## src/rtl/kugelblitz_patch_ctrl.sv

```systemverilog
// Byte-rewrite controller for one AXI-stream port: a shadow/active rule table with
// frame-boundary commits, one registered patch stage and a patched-frame counter.
module kugelblitz_patch_ctrl #(
    parameter int DATA_WIDTH   = 512,
    parameter int KEEP_WIDTH   = DATA_WIDTH / 8,
    parameter int USER_WIDTH   = 1,
    parameter int RULE_COUNT   = 4,
    parameter int IDX_WIDTH    = $clog2(RULE_COUNT),
    parameter int OFFSET_WIDTH = 11,
    parameter int CNT_WIDTH    = 32
) (
    input  logic                    clk,
    input  logic                    rst_n,
    input  logic                    cfg_wr_en,
    input  logic [IDX_WIDTH-1:0]    cfg_wr_idx,
    input  logic [OFFSET_WIDTH-1:0] cfg_wr_offset,
    input  logic [7:0]              cfg_wr_value,
    input  logic                    cfg_wr_enable,
    input  logic                    cfg_commit,
    output logic                    cfg_pending,
    input  logic [DATA_WIDTH-1:0]   s_axis_tdata,
    input  logic [KEEP_WIDTH-1:0]   s_axis_tkeep,
    input  logic                    s_axis_tvalid,
    output logic                    s_axis_tready,
    input  logic                    s_axis_tlast,
    input  logic [USER_WIDTH-1:0]   s_axis_tuser,
    output logic [DATA_WIDTH-1:0]   m_axis_tdata,
    output logic [KEEP_WIDTH-1:0]   m_axis_tkeep,
    output logic                    m_axis_tvalid,
    input  logic                    m_axis_tready,
    output logic                    m_axis_tlast,
    output logic [USER_WIDTH-1:0]   m_axis_tuser,
    output logic [CNT_WIDTH-1:0]    stat_frames_patched,
    input  logic                    stat_clear
);

    localparam int LANE_WIDTH = $clog2(KEEP_WIDTH);
    // One spare bit so the saturated beat count lies above every reachable target beat.
    localparam int BEAT_WIDTH = OFFSET_WIDTH - LANE_WIDTH + 1;
    localparam logic [BEAT_WIDTH-1:0] BEAT_MAX = '1;

    typedef struct packed {
        logic                    en;
        logic [OFFSET_WIDTH-1:0] off;
        logic [7:0]              val;
    } rule_t;

    typedef enum logic {IDLE = 1'b0, FRAME = 1'b1} state_t;

    rule_t [RULE_COUNT-1:0] shadow_q, shadow_d, active_q, active_d;
    state_t                 state_q, state_d;
    logic [BEAT_WIDTH-1:0]  beat_q, beat_d;
    logic                   pending_q, pending_d;
    logic                   frame_hit_q, frame_hit_d;
    logic [CNT_WIDTH-1:0]   stat_q, stat_d;
    logic [DATA_WIDTH-1:0]  m_tdata_q, m_tdata_d;
    logic [KEEP_WIDTH-1:0]  m_tkeep_q, m_tkeep_d;
    logic                   m_tvalid_q, m_tvalid_d;
    logic                   m_tlast_q, m_tlast_d;
    logic [USER_WIDTH-1:0]  m_tuser_q, m_tuser_d;

    logic [RULE_COUNT-1:0]  rule_beat_match;
    logic [DATA_WIDTH-1:0]  patched_data;
    logic [KEEP_WIDTH-1:0]  lane_hit;
    logic                   beat_hit;
    logic                   in_hs;
    logic                   tlast_hs;
    logic                   copy_now;

    // Later rules overwrite earlier ones, so the highest enabled index wins a shared byte.
    function automatic logic [8:0] patch_lane(
        input logic [LANE_WIDTH-1:0] lane,
        input logic [7:0]            din,
        input logic                  keep,
        input logic [RULE_COUNT-1:0] match,
        input rule_t [RULE_COUNT-1:0] rules
    );
        logic [8:0] res;
        res = {1'b0, din};
        for (int r = 0; r < RULE_COUNT; r++) begin
            if (keep && match[r] && rules[r].off[LANE_WIDTH-1:0] == lane) begin
                res = {1'b1, rules[r].val};
            end
        end
        return res;
    endfunction

    genvar gi;
    generate
        for (gi = 0; gi < RULE_COUNT; gi++) begin : g_rule
            assign rule_beat_match[gi] = active_q[gi].en &&
                (beat_q == {1'b0, active_q[gi].off[OFFSET_WIDTH-1:LANE_WIDTH]});
        end
        for (gi = 0; gi < KEEP_WIDTH; gi++) begin : g_lane
            logic [8:0] lane_res;
            assign lane_res = patch_lane(LANE_WIDTH'(gi), s_axis_tdata[gi*8 +: 8],
                                         s_axis_tkeep[gi], rule_beat_match, active_q);
            assign patched_data[gi*8 +: 8] = lane_res[7:0];
            assign lane_hit[gi]            = lane_res[8];
        end
    endgenerate

    assign beat_hit      = |lane_hit;
    assign s_axis_tready = m_axis_tready || !m_tvalid_q;
    assign in_hs         = s_axis_tvalid && s_axis_tready;
    assign tlast_hs      = in_hs && s_axis_tlast;
    assign copy_now      = pending_q && (tlast_hs || (state_q == IDLE && !in_hs));

    always_comb begin
        shadow_d    = shadow_q;
        active_d    = active_q;
        state_d     = state_q;
        beat_d      = beat_q;
        pending_d   = pending_q;
        frame_hit_d = frame_hit_q;
        stat_d      = stat_q;
        m_tdata_d   = m_tdata_q;
        m_tkeep_d   = m_tkeep_q;
        m_tvalid_d  = m_tvalid_q;
        m_tlast_d   = m_tlast_q;
        m_tuser_d   = m_tuser_q;

        if (in_hs) begin
            m_tdata_d  = patched_data;
            m_tkeep_d  = s_axis_tkeep;
            m_tvalid_d = 1'b1;
            m_tlast_d  = s_axis_tlast;
            m_tuser_d  = s_axis_tuser;
            if (s_axis_tlast) begin
                beat_d      = '0;
                frame_hit_d = 1'b0;
            end else begin
                if (beat_q != BEAT_MAX) begin
                    beat_d = beat_q + 1'b1;
                end
                frame_hit_d = frame_hit_q || beat_hit;
            end
        end else if (m_axis_tready) begin
            m_tvalid_d = 1'b0;
        end

        case (state_q)
            IDLE:    if (in_hs && !s_axis_tlast) state_d = FRAME;
            FRAME:   if (tlast_hs) state_d = IDLE;
            default: state_d = IDLE;
        endcase

        if (stat_clear) begin
            stat_d = '0;
        end else if (tlast_hs && (frame_hit_q || beat_hit) && stat_q != '1) begin
            stat_d = stat_q + 1'b1;
        end

        // The copy takes the shadow as it stood before this cycle's write.
        if (copy_now) begin
            active_d  = shadow_q;
            pending_d = 1'b0;
        end else if (cfg_commit) begin
            pending_d = 1'b1;
        end

        if (cfg_wr_en) begin
            shadow_d[cfg_wr_idx] = {cfg_wr_enable, cfg_wr_offset, cfg_wr_value};
        end
    end

    always_ff @(posedge clk or negedge rst_n) begin
        if (!rst_n) begin
            shadow_q    <= '0;
            active_q    <= '0;
            state_q     <= IDLE;
            beat_q      <= '0;
            pending_q   <= 1'b0;
            frame_hit_q <= 1'b0;
            stat_q      <= '0;
            m_tdata_q   <= '0;
            m_tkeep_q   <= '0;
            m_tvalid_q  <= 1'b0;
            m_tlast_q   <= 1'b0;
            m_tuser_q   <= '0;
        end else begin
            shadow_q    <= shadow_d;
            active_q    <= active_d;
            state_q     <= state_d;
            beat_q      <= beat_d;
            pending_q   <= pending_d;
            frame_hit_q <= frame_hit_d;
            stat_q      <= stat_d;
            m_tdata_q   <= m_tdata_d;
            m_tkeep_q   <= m_tkeep_d;
            m_tvalid_q  <= m_tvalid_d;
            m_tlast_q   <= m_tlast_d;
            m_tuser_q   <= m_tuser_d;
        end
    end

    assign cfg_pending         = pending_q;
    assign stat_frames_patched = stat_q;
    assign m_axis_tdata        = m_tdata_q;
    assign m_axis_tkeep        = m_tkeep_q;
    assign m_axis_tvalid       = m_tvalid_q;
    assign m_axis_tlast        = m_tlast_q;
    assign m_axis_tuser        = m_tuser_q;

endmodule
```

## config.mk

```make
export PLATFORM = sky130hd
export DESIGN_NAME = kugelblitz_patch_ctrl
export DESIGN_NICKNAME = d
export VERILOG_FILES = /design/src/rtl/kugelblitz_patch_ctrl.sv
export SDC_FILE = /design/constraint.sdc
export NUM_CORES = 2
export LEC_CHECK = 0
export BUFFER_PORTS_ARGS = -buffer_cell sky130_fd_sc_hd__buf_2
export CAP_MARGIN = 30
export CORE_AREA = 8 8 466 468
export DETAILED_ROUTE_END_ITERATION = 10
export DIE_AREA = 0 0 474 476
export PLACE_DENSITY = 0.46
export RECOVER_POWER = 100
export SLEW_MARGIN = 40
export SYNTH_ARGS = -nofsm -noshare
export SYNTH_HDL_FRONTEND = slang
export SYNTH_SLANG_ARGS = --single-unit
```

## constraint.sdc

```tcl
create_clock -name clk -period 5.23 [get_ports clk]
set_input_delay 0.523 -clock clk [delete_from_list [all_inputs] [get_ports clk]]
set_output_delay 0.523 -clock clk [all_outputs]
set_load 0.02 [all_outputs]
```

==> results.toml <==
[finish]
area_growth_pct = 22.9
fillers = 22986
nets = 8384
drive_gt1_share_pct = 18.6

[die]
initial_core_util_pct = 25.8
dieWidth_microns = 474
die_area_sq_mm = 0.226
die_h_microns = 476
rows = 169
coreArea_sq_mm = 0.210
ios = 1220

[detailed_routing]
vias_per_cell = 5.76
wl_per_cell_microns = 38.2
drt_first_pass_iters = 7
vias = 61871
wl_microns = 410000
antenna_left = 0
drcViolationCount = 0
dr.first_iter.drc_count = 7703

[synthesis]
netlist_instances = 6876
ys_seq_area_share_pct = 35.9
avgSynthCellArea_sq_um = 7.91
synth-edff-count = 0
syn-num-nets = 7485
yosys_warnings = 0
yosysUniqueCellTypes = 84
netlist_area_sq_mm = 0.0544
yosys_register_bits = 780
synth_top_flop_cell = "dfrtp_1"
async_flop_share_pct = 100

[power_and_ir_drop]
max-vdd-ir-drop_v = 0.000348
seqPwrFrac_pct = 34.1
combPwrFrac_pct = 40.9
p_sw_share_pct = 52.7
leakage_nw = 29.3
power_density_mw_per_mm2 = 446
p_switching_mw = 15.7
pwr-share-clk_pct = 24.9
intPower_mw = 14.1

[critical_path]
crit_fanout = 65
rrSetupSlack_ns = 0.24
critPathCaptureType = "register"
path_class = "register to register"
worst_ep_required_time_ns = 5.92
start_kind = "register"
crit_arrival_ns = 5.67

[timing]
fin_skew_ns = 0.0661
worstMarginPinSlew_ns = 3.33
min_period_ns = 4.99
timing.fmax_mhz = 201
min_period_over_period_pct = 95.3
timing.hold.ws_ns = 0.0613
hold_viol_final = 0
relSlewSlack_pct = -122
setup_viol = 0
finalMaxSlewViolations = 1134
fin_setup_tns_ns = 0
rsz0062_at_grt = "false"

[place]
gp_congestion = 1.05
dp_hpwl_microns = 308000
io_buffer_count = 1219

[global_route]
grt_max_degree = 211
antenna_found_initial = 153
grt_overflow = 0
first_global_vias = 58615
grt_usage_pct = 34.5
grt_first_pass_wirelength_microns = 539000

[clock_tree]
clk_latency_ns = 0.82
cts_root_buf = "clkbuf_16"
numClockSinks = 780
cts_tree = "done"
clk_pin_slew_ns = 0.06
numCtsBuffers = 103
cts_htree_levels = 3
cts_buffer_depth = 3

[run]
maxCapViolations = 18

[run_status]
violations = "max-capacitance violations, max-slew violations"
outcome = "finished, violations left"

[min_path]
worstHoldPathType = "input port to register"
## through the flow
step / utilization, % / cells / setup slack (ns) / total power, mW / instance area [sq um]
floorplan: - / 6876 / 2.03 / 13.8 / 54400
global placement: 30.3 / 10458 / 0.572 / 22.0 / 63800
detailed placement: 30.4 / 10472 / 0.483 / 22.2 / 64000
CTS: 32.1 / 10670 / 0.449 / 29.7 / 67600
global route: 31.7 / 10698 / 0.125 / 30.2 / 66700
finish: 31.8 / 10743 / 0.243 / 29.8 / 66800
## state kept, by name, indices dropped and copies added, names as in the netlist
| signal | count |
|---|---|
| m_axis_tdata | 512 |
| stat_frames_patched | 32 |
| m_axis_tuser | 1 |
| state_q | 1 |
| active_q | 80 |
| cfg_pending | 1 |
| m_axis_tlast | 1 |
| m_axis_tkeep | 64 |
| m_axis_tvalid | 1 |
| shadow_q | 80 |
| beat_q | 6 |
| frame_hit_q | 1 |
## critical path, stage by stage, from the launching register on
cell	delay, ns
dfrtp_1	0.56
nor2b_1	0.24
nor4_1	0.36
buf_4	0.30
and3_1	0.65
clkbuf_1	0.76
and3_1	0.37
nor4_1	0.13
nand4_1	0.12
nor4_1	0.06
and4b_2	0.29
buf_12	0.19
or4_1	0.56
a21oi_1	0.17
## cell usage after synthesis, drive strengths merged, types with 75 or more instances
| master | n | area, sq um |
|---|---|---|
| clkbuf | 667 | 2510 |
| nand4 | 113 | 722 |
| buf | 101 | 539 |
| o21ai | 1100 | 5510 |
| nor2 | 523 | 1970 |
| a21oi | 455 | 2280 |
| dfrtp | 780 | 19500 |
| o211ai | 75 | 563 |
| mux2i | 666 | 6670 |
| and3 | 126 | 788 |
| a211oi | 246 | 1850 |
| mux2 | 282 | 3180 |
| nand3 | 149 | 751 |
| nand2 | 1175 | 4420 |
## power groups by stage
stage          logic, mW  registers, mW  clock network [mW]
3_3_place_gp        11.6           10.4                   0
4_1_cts             12.1           10.0                7.58
2_1_floorplan       5.31           8.47                   0
5_1_grt             12.3           10.2                7.76
6_report            12.2           10.2                7.43
3_5_place_dp        12.0           10.2                   0
## metal layers
layer | routed length [microns] | up-vias | GRT usage [%]
met1 | 168000 | 30572 | 44.4
met2 | 176000 | 3912 | 52.9
met3 | 39500 | 1116 | 9.52
met5 | 513 | - | 0
met4 | 26800 | 78 | 18.0
li1 | - | 26193 | -
## cells in the final DEF, fill, tap and decap left out, types with 277 or more instances in the layout
cell      count
a21oi_1     455
buf_4       277
nor2_1      516
buf_2       605
nand2_1    1171
mux2i_1     666
mux2_2      282
o21ai_0    1097
dfrtp_1     747
clkbuf_1    665
## cells by family after synthesis
logic type / share of synthesized area (%)
buffers and inverters: 5.75
XOR/XNOR: 0.253
flip-flops: 35.9
AO/OA/AOI/OAI: 20.3
adder cells (fa/ha/maj): 0.0460
multiplexers: 18.1
AND/OR/NAND/NOR: 19.7
## layout make-up
cell class | count | area [sq um] | area share [%]
Clock buffer | 153 | 2960 | 4.42
Clock inverter | 32 | 459 | 0.687
Multi-Input combinational cell | 5307 | 31900 | 47.7
Tap cell | 2821 | 3530 | 5.28
Inverter | 21 | 78.8 | 0.118
Antenna cell | 67 | 168 | 0.251
Sequential cell | 780 | 19600 | 29.4
Timing Repair Buffer | 1562 | 8110 | 12.1
## worst paths after layout
check | endpoint | cells after the start | from
max | stat_frames_patched[14] | 13 | beat_q[3]
min | shadow_q[2] | 2 | cfg_wr_value[2]
max reg2reg | stat_frames_patched[14] | 13 | beat_q[3]
min reg2reg | m_axis_tdata[135] | 2 | m_axis_tdata[135]
max in group asynchronous | m_axis_tdata[182] | 4 | rst_n
min in group asynchronous | m_axis_tdata[405] | 2 | rst_n
## what timing repair did
action / CTS / global route
hold buffers: 13 / 0
endpoints found under the hold margin: 87 / 0
setup endpoints to repair: 0 / 0
setup buffers: 0 / 0
gates resized for setup: 0 / 0
Power figures use the tool's default switching activity.
